**src/rtl/spi_ss_sequencer.sv**
```systemverilog
// SPI mode-0 receive sequencer with N_SS active-low slave selects.
// A transaction is launched by an explicit start/sel request or automatically
// in round-robin scan mode. The request is accepted on one edge, and ss_n
// asserts on the following edge. The sequence then runs setup, DATA_W
// SCLK periods and hold. The received word is published together with a
// one-cycle done pulse when ss_n deasserts.
module spi_ss_sequencer #(
    parameter int N_SS     = 2,
    parameter int DATA_W   = 8,
    parameter int CLK_DIV  = 4,
    parameter int CS_SETUP = 2,
    parameter int CS_HOLD  = 2,
    localparam int SEL_W   = $clog2(N_SS)
) (
    input  logic              clk,
    input  logic              reset_n,
    input  logic              start,
    input  logic [SEL_W-1:0]  sel,
    input  logic              scan_en,
    input  logic              miso,
    output logic              sclk,
    output logic [N_SS-1:0]   ss_n,
    output logic              busy,
    output logic [DATA_W-1:0] rx_data,
    output logic [SEL_W-1:0]  rx_ch,
    output logic              done,
    output logic              sel_err
);

    localparam logic [1:0] ST_IDLE  = 2'd0;
    localparam logic [1:0] ST_SETUP = 2'd1;
    localparam logic [1:0] ST_SHIFT = 2'd2;
    localparam logic [1:0] ST_HOLD  = 2'd3;

    // An 8-bit timer covers CLK_DIV up to 255 and the 4-bit setup/hold counts.
    // A 6-bit bit counter covers DATA_W up to 32.
    localparam logic [7:0] SETUP_LAST = 8'(CS_SETUP - 1);
    localparam logic [7:0] DIV_LAST   = 8'(CLK_DIV - 1);
    localparam logic [7:0] HOLD_LAST  = 8'(CS_HOLD - 1);
    localparam logic [5:0] BIT_LAST   = 6'(DATA_W - 1);
    localparam logic [SEL_W-1:0] PTR_LAST = SEL_W'(N_SS - 1);
    localparam logic [N_SS-1:0]  ONE_HOT0 = N_SS'(1);

    logic [1:0]        state;
    logic              launch;     // request accepted, ss_n asserts next edge
    logic [SEL_W-1:0]  chan;       // channel of the pending/active transaction
    logic              scan_txn;   // active transaction came from scan mode
    logic [SEL_W-1:0]  scan_ptr;
    logic [7:0]        tmr;
    logic [5:0]        bit_cnt;
    logic [DATA_W-1:0] shreg;

    logic sel_ok;
    logic tick_last;
    logic sample;
    logic fall;

    assign sel_ok = (32'(sel) < 32'(N_SS));
    assign sample = (state == ST_SHIFT) && tick_last && !sclk;
    assign fall   = (state == ST_SHIFT) && tick_last && sclk;

    // Flag the last cycle of the current setup, half-period or hold interval.
    always_comb begin
        tick_last = 1'b0;
        case (state)
            ST_SETUP: tick_last = (tmr == SETUP_LAST);
            ST_SHIFT: tick_last = (tmr == DIV_LAST);
            ST_HOLD:  tick_last = (tmr == HOLD_LAST);
            default:  tick_last = 1'b0;
        endcase
    end

    // Interval timer: restarts at every phase boundary and sits at zero in IDLE.
    // NOTE: registers use non-blocking assignments so every always_ff reads pre-edge values.
    always_ff @(posedge clk or negedge reset_n) begin
        if (!reset_n) begin
            tmr <= '0;
        end else if (state == ST_IDLE || tick_last) begin
            tmr <= '0;
        end else begin
            tmr <= tmr + 8'd1;
        end
    end

    // Bit counter: cleared during setup and advanced on each falling SCLK edge.
    always_ff @(posedge clk or negedge reset_n) begin
        if (!reset_n) begin
            bit_cnt <= '0;
        end else if (state == ST_SETUP) begin
            bit_cnt <= '0;
        end else if (fall) begin
            bit_cnt <= bit_cnt + 6'd1;
        end
    end

    // Shift miso in MSB first on the edge that raises sclk. This register stays internal.
    always_ff @(posedge clk or negedge reset_n) begin
        if (!reset_n) begin
            shreg <= '0;
        end else if (sample) begin
            shreg <= DATA_W'({shreg, miso});
        end
    end

    // Control FSM and all registered outputs.
    always_ff @(posedge clk or negedge reset_n) begin
        if (!reset_n) begin
            state    <= ST_IDLE;
            launch   <= 1'b0;
            chan     <= '0;
            scan_txn <= 1'b0;
            scan_ptr <= '0;
            sclk     <= 1'b0;
            ss_n     <= '1;
            busy     <= 1'b0;
            done     <= 1'b0;
            sel_err  <= 1'b0;
            rx_data  <= '0;
            rx_ch    <= '0;
        end else begin
            done    <= 1'b0;
            sel_err <= 1'b0;
            case (state)
                ST_IDLE: begin
                    if (launch) begin
                        launch <= 1'b0;
                        state  <= ST_SETUP;
                        busy   <= 1'b1;
                        ss_n   <= ~(ONE_HOT0 << chan);
                    end else if (scan_en) begin
                        launch   <= 1'b1;
                        chan     <= scan_ptr;
                        scan_txn <= 1'b1;
                    end else if (start) begin
                        if (sel_ok) begin
                            launch   <= 1'b1;
                            chan     <= sel;
                            scan_txn <= 1'b0;
                        end else begin
                            sel_err <= 1'b1;
                        end
                    end
                end
                ST_SETUP: begin
                    if (tick_last) begin
                        state <= ST_SHIFT;
                    end
                end
                ST_SHIFT: begin
                    if (sample) begin
                        sclk <= 1'b1;
                    end else if (fall) begin
                        sclk <= 1'b0;
                        if (bit_cnt == BIT_LAST) begin
                            state <= ST_HOLD;
                        end
                    end
                end
                ST_HOLD: begin
                    if (tick_last) begin
                        state   <= ST_IDLE;
                        busy    <= 1'b0;
                        ss_n    <= '1;
                        done    <= 1'b1;
                        rx_data <= shreg;
                        rx_ch   <= chan;
                        if (scan_txn) begin
                            scan_ptr <= (scan_ptr == PTR_LAST) ? '0 : scan_ptr + 1'b1;
                        end
                    end
                end
            endcase
        end
    end

endmodule

```
**config.mk**
```make
export PLATFORM = sky130hd
export DESIGN_NAME = spi_ss_sequencer
export DESIGN_NICKNAME = d
export VERILOG_FILES = /design/src/rtl/spi_ss_sequencer.sv
export SDC_FILE = /design/constraint.sdc
export NUM_CORES = 1
export LEC_CHECK = 0
export ABC_CLOCK_PERIOD_IN_PS = 2100
export BUFFER_PORTS_ARGS = -buffer_cell sky130_fd_sc_hd__buf_2
export CAP_MARGIN = 20
export CORE_MARGIN = 4
export CORE_UTILIZATION = 31
export CTS_CLUSTER_DIAMETER = 50
export DETAILED_ROUTE_END_ITERATION = 8
export SYNTH_ARGS = -nofsm -noshare
export SYNTH_HDL_FRONTEND = slang
export SYNTH_SLANG_ARGS = --single-unit
```
**constraint.sdc**
```tcl
create_clock -name clk -period 2.1 [get_ports clk]
set_input_delay 0.21 -clock clk [delete_from_list [all_inputs] [get_ports clk]]
set_output_delay 0.21 -clock clk [all_outputs]
set_load 0.005 [all_outputs]
```
==> results of run 1 <==
-- power breakdown --
| group | internal, mW | total [mW] | switching, mW |
|---|---|---|---|
| sequential | 0.814 | 0.819 | 0.00439 |
| combinational | 0.0120 | 0.0319 | 0.0199 |
| clock | 0.354 | 0.620 | 0.265 |
-- sequential cells by signal, indices dropped and copies added (netlist names), 2 cells and up --
signal / flops
shreg: 8
state: 2
ss_n: 2
bit_cnt: 6
tmr: 8
rx_data: 8
-- cells in the mapped netlist, types with 5 or more instances --
cell      n  area, um^2
dfrtp_1  40        1000
nor2_1   17        63.8
mux2_2   13         146
inv_1     8        30.0
ha_1      7        87.6
nand2_1   7        26.3
nor3_1    7        35.0
xnor2_1   7        61.3
mux2_4    5        75.1
nand3_1   5        25.0
o21ai_0   5        25.0
xor2_1    5        43.8
-- per-layer routing --
layer / vias up / share of wire
met5: - / 0
met4: 0 / 0.015
met3: 7 / 0.046
met2: 22 / 0.44
met1: 609 / 0.50
li1: 629 / -
-- cells by family after synthesis --
| logic type | count (synthesis) | synth area share |
|---|---|---|
| compound gates | 14 | 0.0428 |
| xor+xnor | 13 | 0.0611 |
| fa+ha+maj | 7 | 0.0441 |
| buf+inv | 12 | 0.0309 |
| flops | 42 | 0.531 |
| mux | 19 | 0.117 |
| other cells | 1 | 0.00189 |
| simple gates | 56 | 0.172 |
-- per-stage QoR --
stage / hold slack (ps) / utilization / std cells / total power, mW
2_1_floorplan: -85.6 / - / 164 / 0.841
3_3_place_gp: 121 / 0.364 / 261 / 0.866
3_5_place_dp: 129 / 0.364 / 261 / 0.867
4_1_cts: 151 / 0.384 / 270 / 1.49
5_1_grt: 156 / 0.385 / 271 / 1.54
6_report: 161 / 0.385 / 271 / 1.47
-- worst max-delay path: stages (launching register included) --
cell	delay [ps]
dfrtp_1	380
inv_1	100
ha_1	240
nor4_4	220
nand2_4	140
nor3b_4	240
buf_12	180
mux2_2	340
-- worst max path at each step --
stage / start / end
CTS: state[0]$_DFFE_PN0P_ / rx_ch$_DFFE_PN0P_
global placement: state[1]$_DFFE_PN0P_ / rx_ch$_DFFE_PN0P_
detailed placement: state[0]$_DFFE_PN0P_ / rx_data[0]$_DFFE_PN0P_
floorplan: state[1]$_DFFE_PN0P_ / shreg[0]$_DFFE_PN0N_
global route: state[0]$_DFFE_PN0P_ / rx_data[1]$_DFFE_PN0P_
finish: state[0]$_DFFE_PN0P_ / rx_ch$_DFFE_PN0P_
-- final cells by class --
cell class,instances,area share
repair buffers,28,0.0761
inverters,8,0.0129
flip-flops and latches,42,0.451
clock inverters,2,0.0161
multi-input cells,110,0.373
clock buffers,6,0.0311
well taps,75,0.0402
-- what timing repair did --
item	4_1_cts	5_1_grt
endpoints found under the hold margin	13	0
resized for setup	0	1
setup buffers	0	1
endpoints found under the setup margin	0	14
hold buffers	1	0
==> results.json, run 1 <==
{
  "regArea_mm2": 0.00105,
  "antennaDiodeCount": 0,
  "fin_setup_tns_ps": 0,
  "worstHoldPathCells": 2,
  "drive_above_1_share": 0.321,
  "grt_max_degree": 16,
  "met1_usage": 0.143,
  "setup_slack_ps": 135,
  "die-area_mm2": 0.00775,
  "track_usage": 0.0996,
  "use_met3": 0.0310,
  "vias": 1267,
  "portBuffers": 19,
  "async_reset_ff_frac": 1.00,
  "finalSetupViolCount": 0,
  "grt-ovfl-total": 0,
  "required_ps": 2280,
  "fill_cells": 592,
  "synth_seq_cells": 42,
  "seq_area_frac_synth": 0.531,
  "path_max_fanout": 14,
  "preCtsSetupSlack_ps": 91.9,
  "via_per_inst": 4.68,
  "hold_end": "shreg[0]$_DFFE_PN0N_",
  "die_h_um": 88.0,
  "synth_ff_type": "dfrtp_1",
  "cts_tree": "built",
  "dr.pass1.iters": 4,
  "hp-class": "in -> reg",
  "p_leak_nw": 1.12,
  "cts_root_buffer": "clkbuf_8",
  "synthesis.area_mm2": 0.00199,
  "fin_skew_ps": 6.42,
  "drc": 0,
  "core_mm2": 0.00606,
  "period_share": 0.936,
  "rsz0062_at_grt": "false",
  "cts_sinks": 42,
  "regToRegSetupSlack_ps": 130,
  "synth_enable_flop_cells": 0,
  "endpoint_kind": "register",
  "status": "completed",
  "finalInstanceArea_mm2": 0.00234,
  "reg2regPathDepth": 7,
  "area_growth_pct": 17.6,
  "synth_nets": 177,
  "antenna_left": 0,
  "io_pins": 21,
  "multi_input_area_um2": 871,
  "rows": 28,
  "avgSynthCellArea_um2": 12.1,
  "drt_iter0_drc": 44,
  "die_w_um": 88.0,
  "grt_pass1_wl_um": 6020,
  "hp-start": "miso",
  "cap_violations": 0,
  "htree_levels": 2,
  "final_cell_mix": "40 x dfrtp_1, 19 x buf_2, 17 x nor2_1",
  "cts_made_buffers": 5,
  "clk_pin_slew_worst_paths_ps": 80,
  "ctsLongestPathBuffers": 2,
  "max_clock_freq_ghz": 0.509,
  "postPlaceCellArea_mm2": 0.00221,
  "first_global_vias": 1308,
  "reg2reg_from": "state[0]$_DFFE_PN0P_",
  "dpl.hpwl_um": 2520,
  "final_common_cell": "dfrtp_1",
  "powerDensity_mw_per_mm2": 629,
  "synth.distinct_cells": 40,
  "clock_latency_ps": 290,
  "grtUsageMet2": 0.143,
  "worstSetupPathType": "reg -> reg",
  "grt-busiest-layer": "met2",
  "synth_cells": 164,
  "antenna_found_initial": 0,
  "start_kind": "register",
  "wl_per_cell_um": 12.3,
  "yosys_warnings": 0,
  "fin_crit_ps": 1970,
  "r2r-end": "rx_ch$_DFFE_PN0P_",
  "drv_slew": 0,
  "ir_drop_mv": 0.317,
  "start_util": 0.328,
  "place_congestion": 0.788,
  "hold_viol_final": 0,
  "num-nets-final": 208,
  "cp_data_arrival_time_ps": 2140,
  "wirelength_um": 3340
}
(Power assumes the default switching activity.)
==> run 2: changes to the inputs <==
- ABC_CLOCK_PERIOD_IN_PS: 2100 -> 2400
- CORE_UTILIZATION: 31 -> 55
- CTS_BUF_LIST: default -> sky130_fd_sc_hd__clkbuf_8
- PLACE_DENSITY: default -> 0.75
- clock period: 2.1 -> 2.4 ns (I/O delays scaled with it)
==> run 2 against run 1 <==
  * Global-route usage up 6.6 points
  * Clock power down 13%
  * Total power down 13%
  * Hold slack worse by 84 ps
  * Design area down 4.8%
  * Die area down 40%
  * Maximum frequency down 10%
  * Final cell count down 14%
  * Largest power group unchanged
==> results.json, run 2 (synthesis gave the netlist of run 1 again) <==
{
  "status": "completed",
  "fin_setup_tns_ps": 0,
  "drive_above_1_share": 0.298,
  "final_common_cell": "dfrtp_1",
  "cts_made_buffers": 5,
  "cap_violations": 0,
  "hp-class": "in -> async",
  "via_per_inst": 5.37,
  "clk_pin_slew_worst_paths_ps": 80,
  "cts_root_buffer": "clkbuf_8",
  "num-nets-final": 200,
  "setup_slack_ps": 217,
  "cts_tree": "built",
  "post-route-util": 0.651,
  "ctsLongestPathBuffers": 2,
  "io_pins": 21,
  "hold_ws_ps": 77.2,
  "clock_latency_ps": 290,
  "finalInstanceArea_mm2": 0.00222,
  "preCtsSetupSlack_ps": 219,
  "cts_sinks": 42,
  "hold_viol_final": 0,
  "required_ps": 2580,
  "max_clock_freq_ghz": 0.458,
  "path_max_fanout": 9,
  "relSlewSlack": 0.400,
  "cts_repair_resize_count": 0,
  "rows": 21,
  "start_kind": "register",
  "fin_skew_ps": 5.87,
  "antenna_left": 0,
  "drv_slew": 0,
  "period_share": 0.909,
  "first_global_vias": 1308,
  "start_util": 0.581,
  "grt_max_degree": 43,
  "wirelength_um": 3340,
  "final_cell_mix": "40 x dfrtp_1, 19 x buf_2, 17 x nor2_1",
  "area_growth_pct": 12.0,
  "dpl.hpwl_um": 2420,
  "drc": 0,
  "postPlaceCellArea_mm2": 0.00211,
  "dp_cells": 226,
  "post_cts_buffers": 0,
  "antennaDiodeCount": 0,
  "antenna_found_initial": 0,
  "tightestPinTransition_ps": 900,
  "holdBufCountCts": 0,
  "dr.pass1.iters": 4,
  "ir_drop_mv": 0.477,
  "portBuffers": 19,
  "rsz0062_at_grt": "false",
  "worstSetupPathType": "reg -> reg",
  "place_congestion": 0.850,
  "finalSetupViolCount": 0,
  "fin_crit_ps": 2180,
  "fin_cells": 234,
  "core_mm2": 0.00342,
  "drt_iter0_drc": 55,
  "die-area_mm2": 0.00464,
  "p_leak_nw": 1.08,
  "htree_levels": 2,
  "endpoint_kind": "register",
  "total_power_mw": 1.28,
  "die_h_um": 68.1,
  "die_w_um": 68.1,
  "cp_data_arrival_time_ps": 2360,
  "powerDensity_mw_per_mm2": 574,
  "wl_per_cell_um": 14.3,
  "vias": 1257,
  "grt_pass1_wl_um": 5620,
  "fill_cells": 273,
  "track_usage": 0.165,
  "grt-ovfl-total": 0,
  "reg.largest.list": "rx_data (8), shreg (8), tmr (8)"
}
run 2: changes by cell type in the layout (fill, tap and decap cells not counted), sizes merged:
cell and change:
buf -7, clkbuf -1, dlygate4sd3 -1, inv +1
run 2: per-layer routing:
layer / vias to the layer above / track usage / part of all wire
met4: 0 / 0.102 / 0.025
li1: 606 / - / -
met3: 8 / 0.0378 / 0.034
met2: 20 / 0.262 / 0.49
met1: 623 / 0.203 / 0.45
met5: - / 0 / 0
run 2: layout make-up:
class	count	area (um^2)	share of cell area
clock buffer	5	68.8	0.0309
clock inverter	3	41.3	0.0186
inverter	8	30.0	0.0135
multi-input combinational	110	871	0.391
sequential	42	1050	0.474
tap	46	57.6	0.0259
timing repair buffer	20	103	0.0461
run 2: worst paths after layout:
path / end / startpoint / slack, ps / depth (start not counted)
max: shreg[3]$_DFFE_PN0N_ / state[1]$_DFFE_PN0P_ / 220 / 6
max reg2reg: shreg[3]$_DFFE_PN0N_ / state[1]$_DFFE_PN0P_ / 220 / 6
min in group clk: shreg[0]$_DFFE_PN0N_ / miso / 180 / 2
min reg2reg: rx_data[7]$_DFFE_PN0P_ / shreg[7]$_DFFE_PN0N_ / 510 / 1
min: chan$_DFFE_PN0P_ / reset_n / 80 / 1
max in group asynchronous: shreg[3]$_DFFE_PN0N_ / reset_n / 1760 / 1
run 2: where the power goes:
group          total, mW  internal (mW)  leakage [nW]  switching, mW
registers          0.716          0.712         0.535        0.00385
logic             0.0238        0.00732         0.494         0.0165
clock network      0.538          0.306        0.0556          0.232
total               1.28           1.03          1.08          0.252
run 2: worst max-delay path, stage by stage (launching register included):
cell	delay (ps)
dfrtp_1	390
inv_1	90
ha_1	280
o21ai_0	290
nand3_2	220
nor3_4	400
mux2_2	390
==> run 3: changes to the inputs <==
- PLACE_DENSITY: 0.75 -> default
- PLACE_DENSITY_LB_ADDON: default -> 0.1
==> run 3 against run 2 <==
  * Clock power fell by 17%
  * Count of clock-buffer cells in the layout did not move
  * Flip-flop and latch count did not move
  * Design area fell by 0.90%
  * Sequential share of layout area rose by 0.43 points
  * Largest cell class unchanged
  * Final cell count did not move
  * Die area did not move
  * First-iteration DRC count rose by 67%
  * Combinational power barely moved
  * Clock skew rose by 6.1 ps
==> results.json, run 3 (synthesis gave the netlist of run 1 again) <==
{
  "status": "completed",
  "fin_cells": 234,
  "ctsLongestPathBuffers": 2,
  "path_max_fanout": 9,
  "wirelength_um": 3320,
  "worstSetupPathType": "reg -> reg",
  "rsz0062_at_grt": "false",
  "endpoint": "shreg[0]$_DFFE_PN0N_",
  "antennaDiodeCount": 0,
  "grt_max_degree": 43,
  "grtUsageMet2": 0.272,
  "post-route-util": 0.645,
  "rows": 21,
  "cts_root_buffer": "clkbuf_8",
  "intPower_mw": 0.924,
  "cts_repair_resize_count": 0,
  "antenna_left": 0,
  "io_pins": 21,
  "powerDensity_mw_per_mm2": 538,
  "portBuffers": 19,
  "cp_data_arrival_time_ps": 2360,
  "finalInstanceArea_mm2": 0.00220,
  "die_h_um": 68.1,
  "via_per_inst": 5.41,
  "hold_ws_ps": 67.6,
  "drt_iter0_drc": 92,
  "max_clock_freq_ghz": 0.458,
  "period_share": 0.909,
  "endpoint_kind": "register",
  "total_power_mw": 1.19,
  "hold_viol_final": 0,
  "met1_usage": 0.210,
  "start_util": 0.581,
  "fin_crit_ps": 2180,
  "wl_per_cell_um": 14.2,
  "preCtsSetupSlack_ps": 227,
  "ir_drop_mv": 0.313,
  "cts_sinks": 42,
  "num-nets-final": 200,
  "holdBufCountCts": 0,
  "reg2reg_from": "state[1]$_DFFE_PN0P_",
  "hp-class": "in -> async",
  "relSlewSlack": 0.403,
  "dr.pass1.iters": 4,
  "fin_setup_tns_ps": 0,
  "first_global_vias": 1260,
  "p_sw_mw": 0.262,
  "track_usage": 0.167,
  "tightestPinTransition_ps": 895,
  "dp_cells": 226,
  "fin_skew_ps": 12.0,
  "post_cts_buffers": 0,
  "clk_pin_slew_worst_paths_ps": 90,
  "dpl.hpwl_um": 2450,
  "grt-ovfl-total": 0,
  "antenna_found_initial": 0,
  "p_leak_nw": 1.07,
  "die_w_um": 68.1,
  "required_ps": 2570,
  "grt-busiest-layer": "met2",
  "setup_slack_ps": 218,
  "finalSetupViolCount": 0,
  "combPwrFrac": 0.020,
  "clock_latency_ps": 300,
  "final_common_cell": "dfrtp_1",
  "htree_levels": 2,
  "cap_violations": 0,
  "drive_above_1_share": 0.303,
  "cts_tree": "built",
  "start_kind": "register",
  "reg2regPathDepth": 6,
  "final_cell_mix": "40 x dfrtp_1, 19 x buf_2, 17 x nor2_1",
  "core_mm2": 0.00342,
  "place_congestion": 0.840,
  "postPlaceCellArea_mm2": 0.00211,
  "regToRegSetupSlack_ps": 220,
  "startpoint": "state[1]$_DFFE_PN0P_",
  "reg.largest.list": "rx_data (8), shreg (8), tmr (8)",
  "vias": 1266,
  "cts_made_buffers": 5,
  "r2r-end": "shreg[0]$_DFFE_PN0N_",
  "power.share.sequential": 0.604,
  "drv_slew": 0,
  "drc": 0,
  "use_met3": 0.0394,
  "switching_share": 0.221,
  "grt_pass1_wl_um": 5700,
  "power.share.clock": 0.376,
  "area_growth_pct": 11.0,
  "die-area_mm2": 0.00464
}
## run 3: changes by cell type in the layout (fill, tap and decap cells not counted), sizes merged
cell,previous run,this run
clkinv,0,2
bufinv,1,0
inv,9,8
## run 3: worst min path at each step
stage / from / to / slack (ps) / cells past startpoint
detailed placement: reset_n / bit_cnt[3]$_DFFE_PN0P_ / 410 / 1
floorplan: reset_n / bit_cnt[0]$_DFFE_PN0P_ / -60 / 0
global placement: reset_n / bit_cnt[0]$_DFFE_PN0P_ / 400 / 1
CTS: reset_n / bit_cnt[3]$_DFFE_PN0P_ / 100 / 1
global route: reset_n / state[0]$_DFFE_PN0P_ / 140 / 1
finish: reset_n / shreg[5]$_DFFE_PN0N_ / 70 / 1
## run 3: critical path, stage by stage (launching register included)
cell     delay (ps)
dfrtp_1         400
inv_1            90
ha_1            280
o21ai_0         310
nand3_2         230
nor3_4          370
mux2_2          380
## run 3: final cells by class
cell class,instances,area [um^2]
flip-flops and latches,42,1050
clock inverters,3,21.3
multi-input cells,110,871
clock buffers,5,68.8
repair buffers,20,103
inverters,8,30.0
well taps,46,57.6
fillers,285,1210
## run 3: routing by layer
metal	vias up	wire, um
met3	8	135
met2	23	1680
met4	0	61
li1	602	-
met5	-	0
met1	633	1440
## run 3: power by group through the flow
stage	Clock (mW)	Combinational, mW	Sequential [mW]
after global placement	0	0.0236	0.730
after floorplan	0	0.00702	0.729
after CTS	0.459	0.0249	0.716
after global routing	0.495	0.0277	0.717
after detailed placement	0	0.0248	0.730
final	0.446	0.0237	0.716
